$ cat src/rtl/ps2_rx_frame_pkg.sv
// Shared PS/2 receive definitions: frame layout, FSM states and well-known scan-code prefixes.
package ps2_rx_frame_pkg;

   localparam int unsigned PS2_FRAME_LEN = 11;
   localparam int unsigned PS2_DATA_BITS = 8;
   localparam logic [7:0]  PS2_BREAK     = 8'hF0;
   localparam logic [7:0]  PS2_EXT       = 8'hE0;

   typedef enum logic [1:0] {
      StIdle,
      StData,
      StParity,
      StStop
   } ps2_state_e;

endpackage

$ cat src/rtl/ps2_rx_frame_fifo.sv
// Byte FIFO with extra-wrap-bit pointers; a push while full is dropped unless a pop frees a slot.
module ps2_rx_frame_fifo #(
   parameter int unsigned DEPTH = 8
) (
   input  logic                       clk,
   input  logic                       rst,
   input  logic                       i_push,
   input  logic [7:0]                 i_din,
   output logic                       o_full,
   input  logic                       i_pop,
   output logic [7:0]                 o_dout,
   output logic                       o_empty,
   output logic [$clog2(DEPTH):0]     o_count,
   output logic                       o_overflow
);

   localparam int unsigned AW = $clog2(DEPTH);

   logic [7:0]  r_mem [DEPTH];
   logic [AW:0] r_wr_ptr;
   logic [AW:0] r_rd_ptr;
   logic        w_wr_en;
   logic        w_rd_en;

   assign o_empty    = (r_wr_ptr == r_rd_ptr);
   assign o_full     = (r_wr_ptr[AW] != r_rd_ptr[AW]) && (r_wr_ptr[AW-1:0] == r_rd_ptr[AW-1:0]);
   assign o_count    = r_wr_ptr - r_rd_ptr;
   assign o_dout     = r_mem[r_rd_ptr[AW-1:0]];
   assign w_rd_en    = i_pop & ~o_empty;
   // A pop in the same cycle frees the slot, so a full FIFO still accepts the push.
   assign w_wr_en    = i_push & (~o_full | w_rd_en);
   assign o_overflow = i_push & o_full & ~w_rd_en;

   always_ff @(posedge clk or negedge rst) begin
      if (!rst) begin
         r_wr_ptr <= '0;
         r_rd_ptr <= '0;
         for (int i = 0; i < DEPTH; i++) r_mem[i] <= '0;
      end else begin
         if (w_wr_en) begin
            r_mem[r_wr_ptr[AW-1:0]] <= i_din;
            r_wr_ptr                <= r_wr_ptr + 1'b1;
         end
         if (w_rd_en) r_rd_ptr <= r_rd_ptr + 1'b1;
      end
   end

endmodule

$ cat src/rtl/ps2_rx_frame.sv
// PS/2 device-to-host receiver: synchronises the pins, deserialises 11-bit odd-parity frames and
// buffers good bytes for the display stage.
module ps2_rx_frame
   import ps2_rx_frame_pkg::*;
#(
   parameter int unsigned SYNC_STAGES    = 2,
   parameter int unsigned TIMEOUT_CYCLES = 10000,
   parameter int unsigned FIFO_DEPTH     = 8
) (
   input  logic                          clk,
   input  logic                          rst,
   input  logic                          ps2_clk,
   input  logic                          ps2_dat,
   input  logic                          out_ready,
   output logic [7:0]                    ps2_data,
   output logic                          ps2_valid,
   output logic                          ps2_recFlag,
   output logic [$clog2(FIFO_DEPTH):0]   fifo_count,
   output logic                          parity_err,
   output logic                          frame_err,
   output logic                          overflow
);

   localparam int unsigned TW = $clog2(TIMEOUT_CYCLES);

   logic [SYNC_STAGES-1:0] r_clk_sync;
   logic [SYNC_STAGES-1:0] r_dat_sync;
   logic                   r_clk_prev;
   logic                   w_clk_s;
   logic                   w_dat_s;
   logic                   w_fall;

   ps2_state_e r_state, w_state_d;
   logic [7:0]    r_shreg, w_shreg_d;
   logic [2:0]    r_bit_cnt, w_bit_cnt_d;
   logic          r_par_ok, w_par_ok_d;
   logic [TW-1:0] r_tmo_cnt, w_tmo_cnt_d;
   logic          r_parity_err, w_parity_err_d;
   logic          r_frame_err, w_frame_err_d;
   logic          r_overflow;
   logic          w_push;
   logic          w_full;
   logic          w_empty;
   logic          w_fifo_ovf;

   assign w_clk_s = r_clk_sync[SYNC_STAGES-1];
   assign w_dat_s = r_dat_sync[SYNC_STAGES-1];
   assign w_fall  = r_clk_prev & ~w_clk_s;

   // Sync flops reset to the idle-high line level so reset release cannot fake a falling edge.
   always_ff @(posedge clk or negedge rst) begin
      if (!rst) begin
         r_clk_sync <= '1;
         r_dat_sync <= '1;
         r_clk_prev <= 1'b1;
      end else begin
         r_clk_sync <= {r_clk_sync[SYNC_STAGES-2:0], ps2_clk};
         r_dat_sync <= {r_dat_sync[SYNC_STAGES-2:0], ps2_dat};
         r_clk_prev <= w_clk_s;
      end
   end

   always_ff @(posedge clk or negedge rst) begin
      if (!rst) begin
         r_state      <= StIdle;
         r_shreg      <= '0;
         r_bit_cnt    <= '0;
         r_par_ok     <= 1'b0;
         r_tmo_cnt    <= '0;
         r_parity_err <= 1'b0;
         r_frame_err  <= 1'b0;
         r_overflow   <= 1'b0;
      end else begin
         r_state      <= w_state_d;
         r_shreg      <= w_shreg_d;
         r_bit_cnt    <= w_bit_cnt_d;
         r_par_ok     <= w_par_ok_d;
         r_tmo_cnt    <= w_tmo_cnt_d;
         r_parity_err <= w_parity_err_d;
         r_frame_err  <= w_frame_err_d;
         r_overflow   <= w_fifo_ovf;
      end
   end

   always_comb begin
      w_state_d      = r_state;
      w_shreg_d      = r_shreg;
      w_bit_cnt_d    = r_bit_cnt;
      w_par_ok_d     = r_par_ok;
      w_tmo_cnt_d    = '0;
      w_parity_err_d = 1'b0;
      w_frame_err_d  = 1'b0;
      w_push         = 1'b0;

      unique case (r_state)
         StIdle: begin
            if (w_fall && !w_dat_s) begin
               w_state_d   = StData;
               w_bit_cnt_d = '0;
            end
         end
         StData: begin
            if (w_fall) begin
               w_shreg_d   = {w_dat_s, r_shreg[7:1]};
               w_bit_cnt_d = r_bit_cnt + 1'b1;
               if (r_bit_cnt == 3'(PS2_DATA_BITS - 1)) w_state_d = StParity;
            end
         end
         StParity: begin
            if (w_fall) begin
               w_par_ok_d = ^{r_shreg, w_dat_s};
               w_state_d  = StStop;
            end
         end
         StStop: begin
            if (w_fall) begin
               // A parity failure takes precedence over a bad stop bit.
               if (!r_par_ok)    w_parity_err_d = 1'b1;
               else if (w_dat_s) w_push         = 1'b1;
               else              w_frame_err_d  = 1'b1;
               w_state_d = StIdle;
            end
         end
         default: w_state_d = StIdle;
      endcase

      if (r_state != StIdle && !w_fall) begin
         if (r_tmo_cnt == TW'(TIMEOUT_CYCLES - 1)) begin
            w_state_d     = StIdle;
            w_frame_err_d = 1'b1;
         end else begin
            w_tmo_cnt_d = r_tmo_cnt + 1'b1;
         end
      end
   end

   ps2_rx_frame_fifo #(
      .DEPTH (FIFO_DEPTH)
   ) u_fifo (
      .clk        (clk),
      .rst        (rst),
      .i_push     (w_push),
      .i_din      (r_shreg),
      .o_full     (w_full),
      .i_pop      (ps2_recFlag),
      .o_dout     (ps2_data),
      .o_empty    (w_empty),
      .o_count    (fifo_count),
      .o_overflow (w_fifo_ovf)
   );

   assign ps2_valid   = ~w_empty;
   assign ps2_recFlag = ps2_valid & out_ready;
   assign parity_err  = r_parity_err;
   assign frame_err   = r_frame_err;
   assign overflow    = r_overflow;

endmodule

$ cat config.mk
export PLATFORM = sky130hd
export DESIGN_NAME = ps2_rx_frame
export DESIGN_NICKNAME = d
export VERILOG_FILES = /design/src/rtl/ps2_rx_frame_pkg.sv /design/src/rtl/ps2_rx_frame_fifo.sv /design/src/rtl/ps2_rx_frame.sv
export SDC_FILE = /design/constraint.sdc
export NUM_CORES = 1
export LEC_CHECK = 0
export CAP_MARGIN = 10
export CORE_MARGIN = 10
export CORE_UTILIZATION = 45
export CTS_CLUSTER_DIAMETER = 50
export DETAILED_ROUTE_END_ITERATION = 10
export DONT_BUFFER_PORTS = 1
export GPL_ROUTABILITY_DRIVEN = 0
export PLACE_DENSITY = 0.67
export SYNTH_ARGS = -nofsm -noshare
export SYNTH_HDL_FRONTEND = slang
export SYNTH_HIERARCHICAL = 1
export SYNTH_SLANG_ARGS = --single-unit
export TNS_END_PERCENT = 1
$ cat constraint.sdc
create_clock -name clk -period 9.4 [get_ports clk]
set_clock_uncertainty 0.15 [all_clocks]
set_input_delay 1.88 -clock clk [delete_from_list [all_inputs] [get_ports clk]]
set_output_delay 1.88 -clock clk [all_outputs]
set_load 0.01 [all_outputs]
==> out/results.ini <==
[setup_path]
critPathTopFamily=flip-flops
cp-start-kind=flip-flop
critPathSlowestCell=dfrtp_1
path_cells=inv_1, ha_1, nand4_1, inv_1, nor2b_1
end_kind=output port
cp.required_ns=7.37
timing_worst_setup_path_type=flip-flop to output port
r2r-start=u_fifo/r_rd_ptr[1]
cp.arrival_ns=2.38
slowest_delay_ns=0.95
startpoint=u_fifo/r_rd_ptr[1]
crit_top_cell=inv_1
crit_fanout=21
path_buf_inv=2

[finish]
diodes=0
multiInputGateArea_um2=2230
fill_cells=943
register_area_um2=2710
nets=384
drive_gt1_share_pct=33.6
areaGrowthSynthToFinish_pct=9.06

[synthesis]
syn-num-nets=382
syn_avg_cell_area_um2=13.7
syn_inst=368
yosys_warnings=6
netlist_area_um2=5050

[worst_hold_path]
holdCritStartpoint=r_dat_sync[0]
hp-class=flip-flop to flip-flop

[power_and_ir_drop]
finalPower_mw=1.12
ir_drop_v=0.000131
power_density_nw_per_um2=203
power_leakage_nw=2.56

[clock_network]
clock-sinks=108
clockRootBuffer=clkbuf_16
clock_path_buffers=2
h-tree-depth=3
numCtsBuffers=9
cts_tree=yes
clock_latency_ns=0.35
ctsHoldBuffers=0
postCtsResizedCells=0
clkTransAtPathRegs_ns=0.07
cts_setup_buffers=0

[sta]
setup_violations=0
hold_viol=0
max_freq_mhz=227
period_minus_slack_ns=4.41
tightestPinTransition_ns=0.920
slew_viol_final=0
min_period_over_period_pct=47.0
grt_setup_unrepaired=false
relSlewSlack_pct=38.7
setup-tns-final_ns=0

[drt]
dr.pass1.iters=4
drt_iter0_markers=182
finalWirelength_um=8890
antenna_left=0
wire_per_inst_um=17.3
num_vias=2814
via_per_inst=5.46
drc_errors=0

[global_route]
grt_usage_pct=11.7
overflow=0
grt_pass1_vias=2922
antenna_found_initial=0
grt_start_max_net_pins=109
grt_first_pass_wirelength_um=15200

[floorplanning]
die_x_um=126
dieArea_um2=15900
rows=38
core_area_um2=10900
start_util_pct=46.2
die_height_um=126
num_io_pins=22

[status]
status=completed

[place]
port_buffers=0
dpl.hpwl_um=5980

[job]
max-cap-violations=0

worst paths after layout:
check                      cells past startpoint  slack (ns)            endpoint
setup / recovery                               5        4.99         ps2_recFlag
hold / removal                                 0        0.21       r_dat_sync[1]
setup reg to reg                               8        5.98    u_fifo/r_mem[36]
hold reg to reg                                0        0.21       r_dat_sync[1]
max in group asynchronous                      0        7.79       r_clk_sync[1]
min in group asynchronous                      0        1.07  u_fifo/r_wr_ptr[3]
state kept, by name, summed over array words and instances (netlist names):
name / flops
r_state: 2
u_fifo/r_wr_ptr: 4
frame_err: 1
u_fifo/r_rd_ptr: 4
overflow: 1
r_dat_sync: 2
r_clk_sync: 2
u_fifo/r_mem: 64
r_tmo_cnt: 14
r_shreg: 8
r_clk_prev: 1
r_par_ok: 1
parity_err: 1
r_bit_cnt: 3
metal layers:
metal	part of all wire [%]	global-route usage (%)
met1	46	14.9
met2	49	18.3
met3	3.6	3.52
met4	1.9	4.69
met5	0	0
cell usage in the layout, fill, tap and decap left out, types with 2 or more instances in the layout:
cell         n
nand4_4      3
nand3_4      4
mux4_2      16
o211ai_1     2
nand4_1      7
mux2_2      76
nand2_1     32
inv_1       13
or3_1        2
bufinv_16    2
a21oi_1      3
nand3_1      7
clkinv_1     2
nor2_1      23
a22o_1       2
xor2_1       5
o21ai_0      2
ha_1         8
nor2b_1      2
xnor2_1     22
nor3_1       5
inv_6        2
dfstp_2      5
dfrtp_1    103
clkbuf_16    9
per-stage QoR:
step,cells,hold slack (ns),utilization (%),setup slack [ns],cell area (µm²)
2_1_floorplan,368,0.195,-,5.17,5050
3_3_place_gp,499,0.196,47.3,5.12,5180
3_5_place_dp,499,0.197,47.3,5.10,5180
4_1_cts,515,0.207,50.4,4.95,5510
5_1_grt,515,0.207,50.4,4.74,5510
6_report,515,0.207,50.4,4.99,5510
area by class of cell:
| cell class | count | area share (%) |
|---|---|---|
| tap | 140 | 3.18 |
| multi-input combinational | 235 | 40.5 |
| sequential | 108 | 49.2 |
| clock inverter | 7 | 1.95 |
| timing repair buffer | 1 | 0.136 |
| inverter | 15 | 1.02 |
| clock buffer | 9 | 4.09 |
worst register-to-register path, cell delays in order, from the launching register on:
cell and delay (ns):
dfrtp_1 0.95, inv_1 0.11, ha_1 0.34, nand4_1 0.17, inv_1 0.07, nor2b_1 0.38
or3_4 0.38, nand4_2 0.35, mux2_2 0.39
power breakdown:
group / total [mW] / internal, mW / switching [mW]
combinational: 0.133 / 0.0810 / 0.0518
sequential: 0.572 / 0.500 / 0.0722
clock: 0.412 / 0.238 / 0.174
(Power assumes the default switching activity.)
